File: config.mk
export PLATFORM = sky130hd
export DESIGN_NAME = avg_frame_ctrl
export DESIGN_NICKNAME = d
export VERILOG_FILES = /design/src/rtl/avg_frame_ctrl.sv
export SDC_FILE = /design/constraint.sdc
export NUM_CORES = 1
export LEC_CHECK = 0
export BUFFER_PORTS_ARGS = -buffer_cell sky130_fd_sc_hd__buf_4
export CORE_MARGIN = 1.5
export CORE_UTILIZATION = 50
export CTS_BUF_LIST = sky130_fd_sc_hd__clkbuf_16
export DETAILED_ROUTE_END_ITERATION = 7
export GPL_TIMING_DRIVEN = 0
export PLACE_DENSITY = 0.75
export SYNTH_ARGS = -nofsm -noshare
export SYNTH_HDL_FRONTEND = slang
export SYNTH_SLANG_ARGS = --single-unit
File: constraint.sdc
create_clock -name clk_i -period 1.7 [get_ports clk_i]
set_input_delay 0.085 -clock clk_i [delete_from_list [all_inputs] [get_ports clk_i]]
set_output_delay 0.085 -clock clk_i [all_outputs]
set_load 0.005 [all_outputs]
File: src/rtl/avg_frame_ctrl.sv
// avg_frame_ctrl
//   Sequencer for the vertical-average datapath (frame buffer RAM plus a
//   two-row averager). Loads one ROWS x COLS frame row-major through an
//   in_valid/in_ready handshake, then issues one read pair per cycle for every
//   vertically adjacent pixel pair (row r, row r+1). It also generates the
//   averager load strobe, the result valid, the result coordinates and an
//   end-of-frame pulse, and then re-arms for the next frame.
//
//   state     | meaning
//   ----------+----------------------------------------------------------
//   S_LOAD    | accepting pixels; wcnt is the write address
//   S_COMPUTE | issuing read pairs (rcnt, rcnt+COLS), one per cycle
//   S_DRAIN   | two cycles that let the last reads finish the pipeline
//
// Ports
//   clk_i          system clock, rising edge
//   reset_i        synchronous active-high reset
//   in_valid_i     input pixel present this cycle
//   in_ready_o     controller accepts a pixel this cycle (S_LOAD)
//   mem_we_o       buffer write enable
//   mem_waddr_o    buffer write address
//   rd_en_o        buffer read enable; data returns the next cycle
//   mem_raddr_a_o  upper-row pixel address
//   mem_raddr_b_o  lower-row pixel address
//   dp_load_o      averager captures (a+b)>>1 this cycle
//   valid_o        averager output register holds a new result
//   out_row_o      row index of the result on valid_o
//   out_col_o      column index of the result on valid_o
//   busy_o         high in S_COMPUTE and S_DRAIN
//   done_o         one-cycle pulse with the last valid_o of a frame
module avg_frame_ctrl #(
  parameter int unsigned COLS = 8,
  parameter int unsigned ROWS = 16,
  parameter int unsigned AW   = 7,
  localparam int unsigned RW  = (ROWS > 2) ? $clog2(ROWS - 1) : 1,
  localparam int unsigned CW  = (COLS > 1) ? $clog2(COLS) : 1
) (
  input  logic          clk_i,
  input  logic          reset_i,
  input  logic          in_valid_i,
  output logic          in_ready_o,
  output logic          mem_we_o,
  output logic [AW-1:0] mem_waddr_o,
  output logic          rd_en_o,
  output logic [AW-1:0] mem_raddr_a_o,
  output logic [AW-1:0] mem_raddr_b_o,
  output logic          dp_load_o,
  output logic          valid_o,
  output logic [RW-1:0] out_row_o,
  output logic [CW-1:0] out_col_o,
  output logic          busy_o,
  output logic          done_o
);

  localparam logic [AW-1:0] WLAST    = AW'(ROWS * COLS - 1);
  localparam logic [AW-1:0] RLAST    = AW'((ROWS - 1) * COLS - 1);
  localparam logic [AW-1:0] COLS_AW  = AW'(COLS);
  localparam logic [RW-1:0] ROW_LAST = RW'(ROWS - 2);
  localparam logic [CW-1:0] COL_LAST = CW'(COLS - 1);

  if (ROWS < 2 || (2 ** AW) < (ROWS * COLS)) begin : g_bad_param
    $error("avg_frame_ctrl: need ROWS >= 2 and 2**AW >= ROWS*COLS");
  end

  typedef enum logic [1:0] {
    S_LOAD    = 2'd0,
    S_COMPUTE = 2'd1,
    S_DRAIN   = 2'd2
  } state_e;

  state_e        state_q;
  logic [AW-1:0] wcnt_q;
  logic [AW-1:0] rcnt_q;
  // Row/column of rcnt kept as counters so no divider is needed.
  logic [RW-1:0] rrow_q;
  logic [CW-1:0] rcol_q;
  logic          drain_tmr_q;
  // Stage 1 of the result pipeline (buffer data valid).
  logic          dp_load_q;
  logic [RW-1:0] row1_q;
  logic [CW-1:0] col1_q;
  // Stage 2 (average register valid).
  logic          valid_q;
  logic [RW-1:0] out_row_q;
  logic [CW-1:0] out_col_q;
  logic          done_q;

  always_ff @(posedge clk_i) begin
    if (reset_i) begin
      state_q     <= S_LOAD;
      wcnt_q      <= '0;
      rcnt_q      <= '0;
      rrow_q      <= '0;
      rcol_q      <= '0;
      drain_tmr_q <= 1'b0;
      dp_load_q   <= 1'b0;
      row1_q      <= '0;
      col1_q      <= '0;
      valid_q     <= 1'b0;
      out_row_q   <= '0;
      out_col_q   <= '0;
      done_q      <= 1'b0;
    end else begin
      dp_load_q <= (state_q == S_COMPUTE);
      row1_q    <= rrow_q;
      col1_q    <= rcol_q;
      valid_q   <= dp_load_q;
      out_row_q <= row1_q;
      out_col_q <= col1_q;
      // Registered one stage early so it lines up with the last valid.
      done_q    <= dp_load_q && (row1_q == ROW_LAST) && (col1_q == COL_LAST);

      unique case (state_q)
        S_LOAD: begin
          if (in_valid_i) begin
            if (wcnt_q == WLAST) begin
              wcnt_q  <= '0;
              state_q <= S_COMPUTE;
            end else begin
              wcnt_q <= wcnt_q + AW'(1);
            end
          end
        end
        S_COMPUTE: begin
          if (rcnt_q == RLAST) begin
            rcnt_q      <= '0;
            rrow_q      <= '0;
            rcol_q      <= '0;
            drain_tmr_q <= 1'b1;
            state_q     <= S_DRAIN;
          end else begin
            rcnt_q <= rcnt_q + AW'(1);
            if (rcol_q == COL_LAST) begin
              rcol_q <= '0;
              rrow_q <= rrow_q + RW'(1);
            end else begin
              rcol_q <= rcol_q + CW'(1);
            end
          end
        end
        S_DRAIN: begin
          if (drain_tmr_q == 1'b0) begin
            state_q <= S_LOAD;
          end else begin
            drain_tmr_q <= drain_tmr_q - 1'b1;
          end
        end
        default: state_q <= S_LOAD;
      endcase
    end
  end

  assign in_ready_o    = (state_q == S_LOAD);
  assign mem_we_o      = in_ready_o && in_valid_i;
  assign mem_waddr_o   = wcnt_q;
  assign rd_en_o       = (state_q == S_COMPUTE);
  assign mem_raddr_a_o = rcnt_q;
  assign mem_raddr_b_o = rcnt_q + COLS_AW;
  assign dp_load_o     = dp_load_q;
  assign valid_o       = valid_q;
  assign out_row_o     = out_row_q;
  assign out_col_o     = out_col_q;
  assign busy_o        = (state_q != S_LOAD);
  assign done_o        = done_q;

endmodule

# After elaboration in Yosys (flattened, before gate mapping)
# Index checks and enable logic that the tools add are counted.
[totals]
ff_bits = 41
in_bits = 3
output_inout_bits = 35
wordCells = 55
[op_classes]
addsub = 6
n_eq_ne = 11
mux = 14
n_reduce_logical = 11
[op_table]
columns = ["operator", "count"]
rows = [
  ["7-bit by 1-bit adder with 7-bit output, second input constant", 2],
  ["7-bit == test, second input constant", 2],
  ["7-bit two-way mux", 2],
  ["2-bit two-way mux", 4],
  ["4-bit two-way mux", 2],
  ["7-bit by 4-bit adder with 7-bit output, second input constant", 1],
  ["3-bit == test, second input constant", 2],
  ["3-bit two-way mux", 2],
  ["2-bit one-hot mux with 3 select lines", 1],
  ["2-bit AND reduction", 3],
  ["2-bit nonzero test", 3],
  ["4-bit by 1-bit adder with 4-bit output, second input constant", 1],
  ["4-bit == test, second input constant", 1],
  ["2-bit by 1-bit != test with 1-bit output, second input constant", 2],
  ["2-bit != test, second input constant", 2],
  ["4-bit AND reduction", 1],
  ["3-bit by 1-bit adder with 3-bit output, second input constant", 1],
  ["1-bit logical AND", 3],
  ["2-bit by 1-bit == test with 1-bit output, second input constant", 1],
  ["2-bit == test, second input constant", 1],
  ["2-bit zero test", 1],
  ["1-bit two-way mux", 2],
  ["1-bit one-hot mux with 2 select lines", 1],
  ["1-bit subtractor, second input constant", 1],
]

# Logic depth before layout (Yosys ltp)
[depth]
word_depth = 4
mapped_depth = 5
depth_no_buf = 5

# Worst setup path before layout
# OpenSTA, ideal clock, no wires.
[synth_timing]
path_kind = "flip-flop to flip-flop"
startpoint = "register state_q[0]"
endpoint = "register wcnt_q[6], in the netlist mem_waddr_o[6]"
setup_ns = 0.070
t_arrival_ns = 1.452
t_required_ns = 1.630
setup_slack_ns = 0.178
stages_incl_launch_ff = 5
path_buffers = 1
synth_period_minus_slack_ns = 1.522
cell_sequence = "dfxtp_1 -> or3b_1 -> clkbuf_2 -> or4_1 -> a21oi_1"
[synth_via]
elab_chain_len = 2
[synth_lines]
columns = ["element", "line", "text"]
rows = [
  ["from (decl)", "71", "state_e state_q;"],
  ["from (signal assigned)", "90", "state_q <= S_LOAD;"],
  ["from (signal assigned)", "118", "state_q <= S_COMPUTE;"],
  ["from (signal assigned)", "130", "state_q <= S_DRAIN;"],
  ["2-bit zero test", "113", "unique case (state_q)"],
  ["2-bit AND reduction (no source line)", "n/a", ""],
  ["to (signal assigned)", "120", "wcnt_q <= wcnt_q + AW'(1);"],
  ["to (decl)", "72", "logic [AW-1:0] wcnt_q;"],
]
# No other way between the ends.
# A chain may end at the register's enable or synchronous reset.

# Final worst setup path
# Ends and elaborated chain as after synthesis.

==> flow_summary_export.csv <==
group,metric,value,unit
run_status,outcome,"finished, final reports clean",
sta,finalWorstPathRequiredPeriod,1.644,ns
yosys,most_used_dff_post_synth,"dfxtp_1",
detailed_routing,number_of_vias_in_the_routed_layout,1456,
sta,maxClockFrequency,0.6084,GHz
die,boundaryPins,38,
yosys,synth_enable_flop_cells,0,
layout,fin_area,2195,um^2
clocking,cts.reportedPaths.clkPinSlew,0.05,ns
yosys,share_of_flip_flops_with_an_asynchronous_set_or_reset,0,
yosys,netlist_instances,181,
sta,grt_setup_unrepaired,"no",
detailed_routing,finalWirelength,3.571,mm
yosys,synth.cells.most_frequent,"dfxtp_1, nor2b_1, a21oi_1, nand2_1, inv_1",
global_route,global_route.overflow_total,0,
place,dp_worst_setup_slack,-0.1020,ns
die,floorplan.core_area,3153,um^2
detailed_routing,routed_wire_length_per_instance,13.23,um
sta,setup_violations,0,
die,starting_density_of_the_core,0.5397,
worst_setup_path,startpoint_type,"register",
worst_hold_path,min_delay_path_depth,2,
layout,antennaDiodeCount,0,
yosys,synth_top_cell_area_share,0.4824,
sta,post-route-period-util,0.9668,
worst_setup_path,worst_ep_required_time,1.91,ns
global_route,global_route.peak_usage_layer,"met2",
worst_hold_path,min-delay-start,"reset_i",
worst_setup_path,crit_path_start,"state_q[0]",
worst_setup_path,worst_setup_path_end_kind,"register",
global_route,grt_max_degree,13,
worst_setup_path,crit_arrival,1.85,ns
yosys,postSynthAreaPerCell,9.401,um^2
sta,worst_clock_skew,0.006382,ns
global_route,grt.total_usage,0.2125,
global_route,wire_length_of_the_first_global_routing_pass,5.892,mm
clocking,cts-hold-fix-buffers,0,
global_route,grt_use_met1,0.2630,
worst_setup_path,crit_type,"reg -> reg",
place,post_dp_cell_area,2034,um^2
sta,finalMaxSlewViolations,0,
clocking,cts_tree,"built",
global_route,grt_use_met2,0.3511,
yosys,synth.most_common_cell,"dfxtp_1",
detailed_routing,avgViaCountPerCell,5.393,
yosys,yosysWarnings,0,
yosys,synth_area_leader_cell,"dfxtp_1",
clocking,h-tree-depth,2,
layout,syn2layout_area_growth,28.97,%
place,io_buffers,37,
die,num_rows,20,
global_route,vias_in_the_first_global_route,1277,
sta,totalNegativeSetupSlack,0,ns
worst_setup_path,worstRegToRegCells,4,
pwr,ir_worst_vdd,419.8,uV
global_route,initial_antenna_violation_count,0,
place,routabilityCongestion,0.7772,
yosys,syn-num-nets,190,
detailed_routing,detail-route-antenna-nets,0,
die,die_height,61.34,um
clocking,cts-buffers-inserted,5,
pwr,power_density,886.9,nW/um^2
job,max_cap_viol_count,0,
clocking,clk_root_buffer_cell,"clkbuf_16",
pwr,report.power.total,1946,uW
die,floorplan.die_area,3762,um^2
yosys,yosys.cell_types.count,41,
sta,finalHoldViolCount,0,
detailed_routing,drt_pass_1_iters,4,
yosys,ys_seq_area_frac,0.4824,
sta,timing.max_slew.rel_slack,0.6516,
clocking,cts_sinks,41,
worst_hold_path,hold_path.class,"in -> reg",
global_route,grtUsageMet3,0.07353,
worst_setup_path,r2r_start,"state_q[0]",
detailed_routing,post-route-drc-count,0,
place,hpwl,2.498,mm
clocking,cts.repair_timing.setup_buffer_count,0,
yosys,synth_area_leaders,"dfxtp_1, nor2b_1, ha_1",
clocking,clockBufferDepth,2,
yosys,postSynthRegisterBits,41,
detailed_routing,drt_iter0_drc,61,
layout,finish.net_count,234,
sta,tightestPinTransition,0.5226,ns
clocking,clock_insertion_delay_worst_skew,0.28,ns
pwr,leakagePower,0.0009351,uW
layout,drive_gt1_frac,0.2566,
die,die-width,61.34,um
worst_setup_path,critical_path_peak_fanout,8,
yosys,synth.cell_area,1702,um^2
sta,setup_slack,0.05645,ns
[worst paths after layout]
path | endpoint | slack [ns]
worst max-delay path | mem_waddr_o[6] | 0.06
worst min-delay path | out_row_o[1] | 0.07
worst max register to register | mem_waddr_o[6] | 0.06
worst min register to register | done_o | 0.44
[where the power goes]
part	switching, uW	internal, uW	total (uW)
registers	15.4	978	994
clock network	345	530	874
logic	39.8	38.7	78.4
[through the flow]
stage          instances  utilization  hold slack [ns]
5_1_grt              270       0.6960          0.06669
3_5_place_dp         262       0.6452           0.3499
4_1_cts              270       0.6913          0.05382
6_report             270       0.6960          0.06761
3_3_place_gp         262       0.6452           0.3529
2_1_floorplan        181            -           0.1679
[critical path, cell delays in order, from the launching register on]
cell,delay (ns)
dfxtp_1,0.37
or3b_1,0.38
clkbuf_2,0.16
or4_1,0.51
a21oi_1,0.15
[flip-flops by register name, summed over array words and instances, names as in the netlist]
name / count
done_o: 1
drain_tmr_q: 1
dp_load_o: 1
valid_o: 1
mem_waddr_o: 7
rrow_q: 4
state_q: 2
col1_q: 3
out_row_o: 4
out_col_o: 3
row1_q: 4
mem_raddr_a_o: 7
rcol_q: 3
[logic make-up after synthesis]
group / share of synthesized area
and+or+nand+nor: 0.2316
DFF: 0.4824
AOI/OAI and AO/OA: 0.1463
buffers and inverters: 0.06323
adders and majority gates: 0.04412
xor gates and xnor gates: 0.02574
muxes: 0.006617
[repair_timing]
| item | in CTS | in global routing |
|---|---|---|
| endpoints found under the hold margin | 0 | 0 |
| setup endpoints to repair | 5 | 7 |
| gates resized for setup | 3 | 4 |
| cloned | 0 | 0 |
[metal layers]
metal  part of all wire  vias to the layer above
met2               0.50                       42
met4             0.0034                        0
met3              0.058                        2
met5                  0                        -
li1                   -                      730
met1               0.44                      682
[cells in the final DEF (no fill, tap or decap), types with 6 or more instances in the layout]
cell type	instances
dfxtp_1	41
buf_4	40
nor2b_1	15
nand2_1	13
a21oi_1	13
inv_1	9
nor2_1	8
nand3_1	7
o211ai_1	7
o21ai_0	6
ha_1	6
[layout make-up]
class | count | area, um^2
clock buffers | 5 | 125.1
clock inverters | 3 | 12.51
flip-flops and latches | 41 | 820.8
inverters | 9 | 33.78
plain buffers | 11 | 77.57
multi-input cells | 120 | 792.0
well taps | 44 | 55.05
repair buffers | 37 | 277.8
fillers | 265 | 958.4
Note: power is estimated with default switching activity, not from simulation.
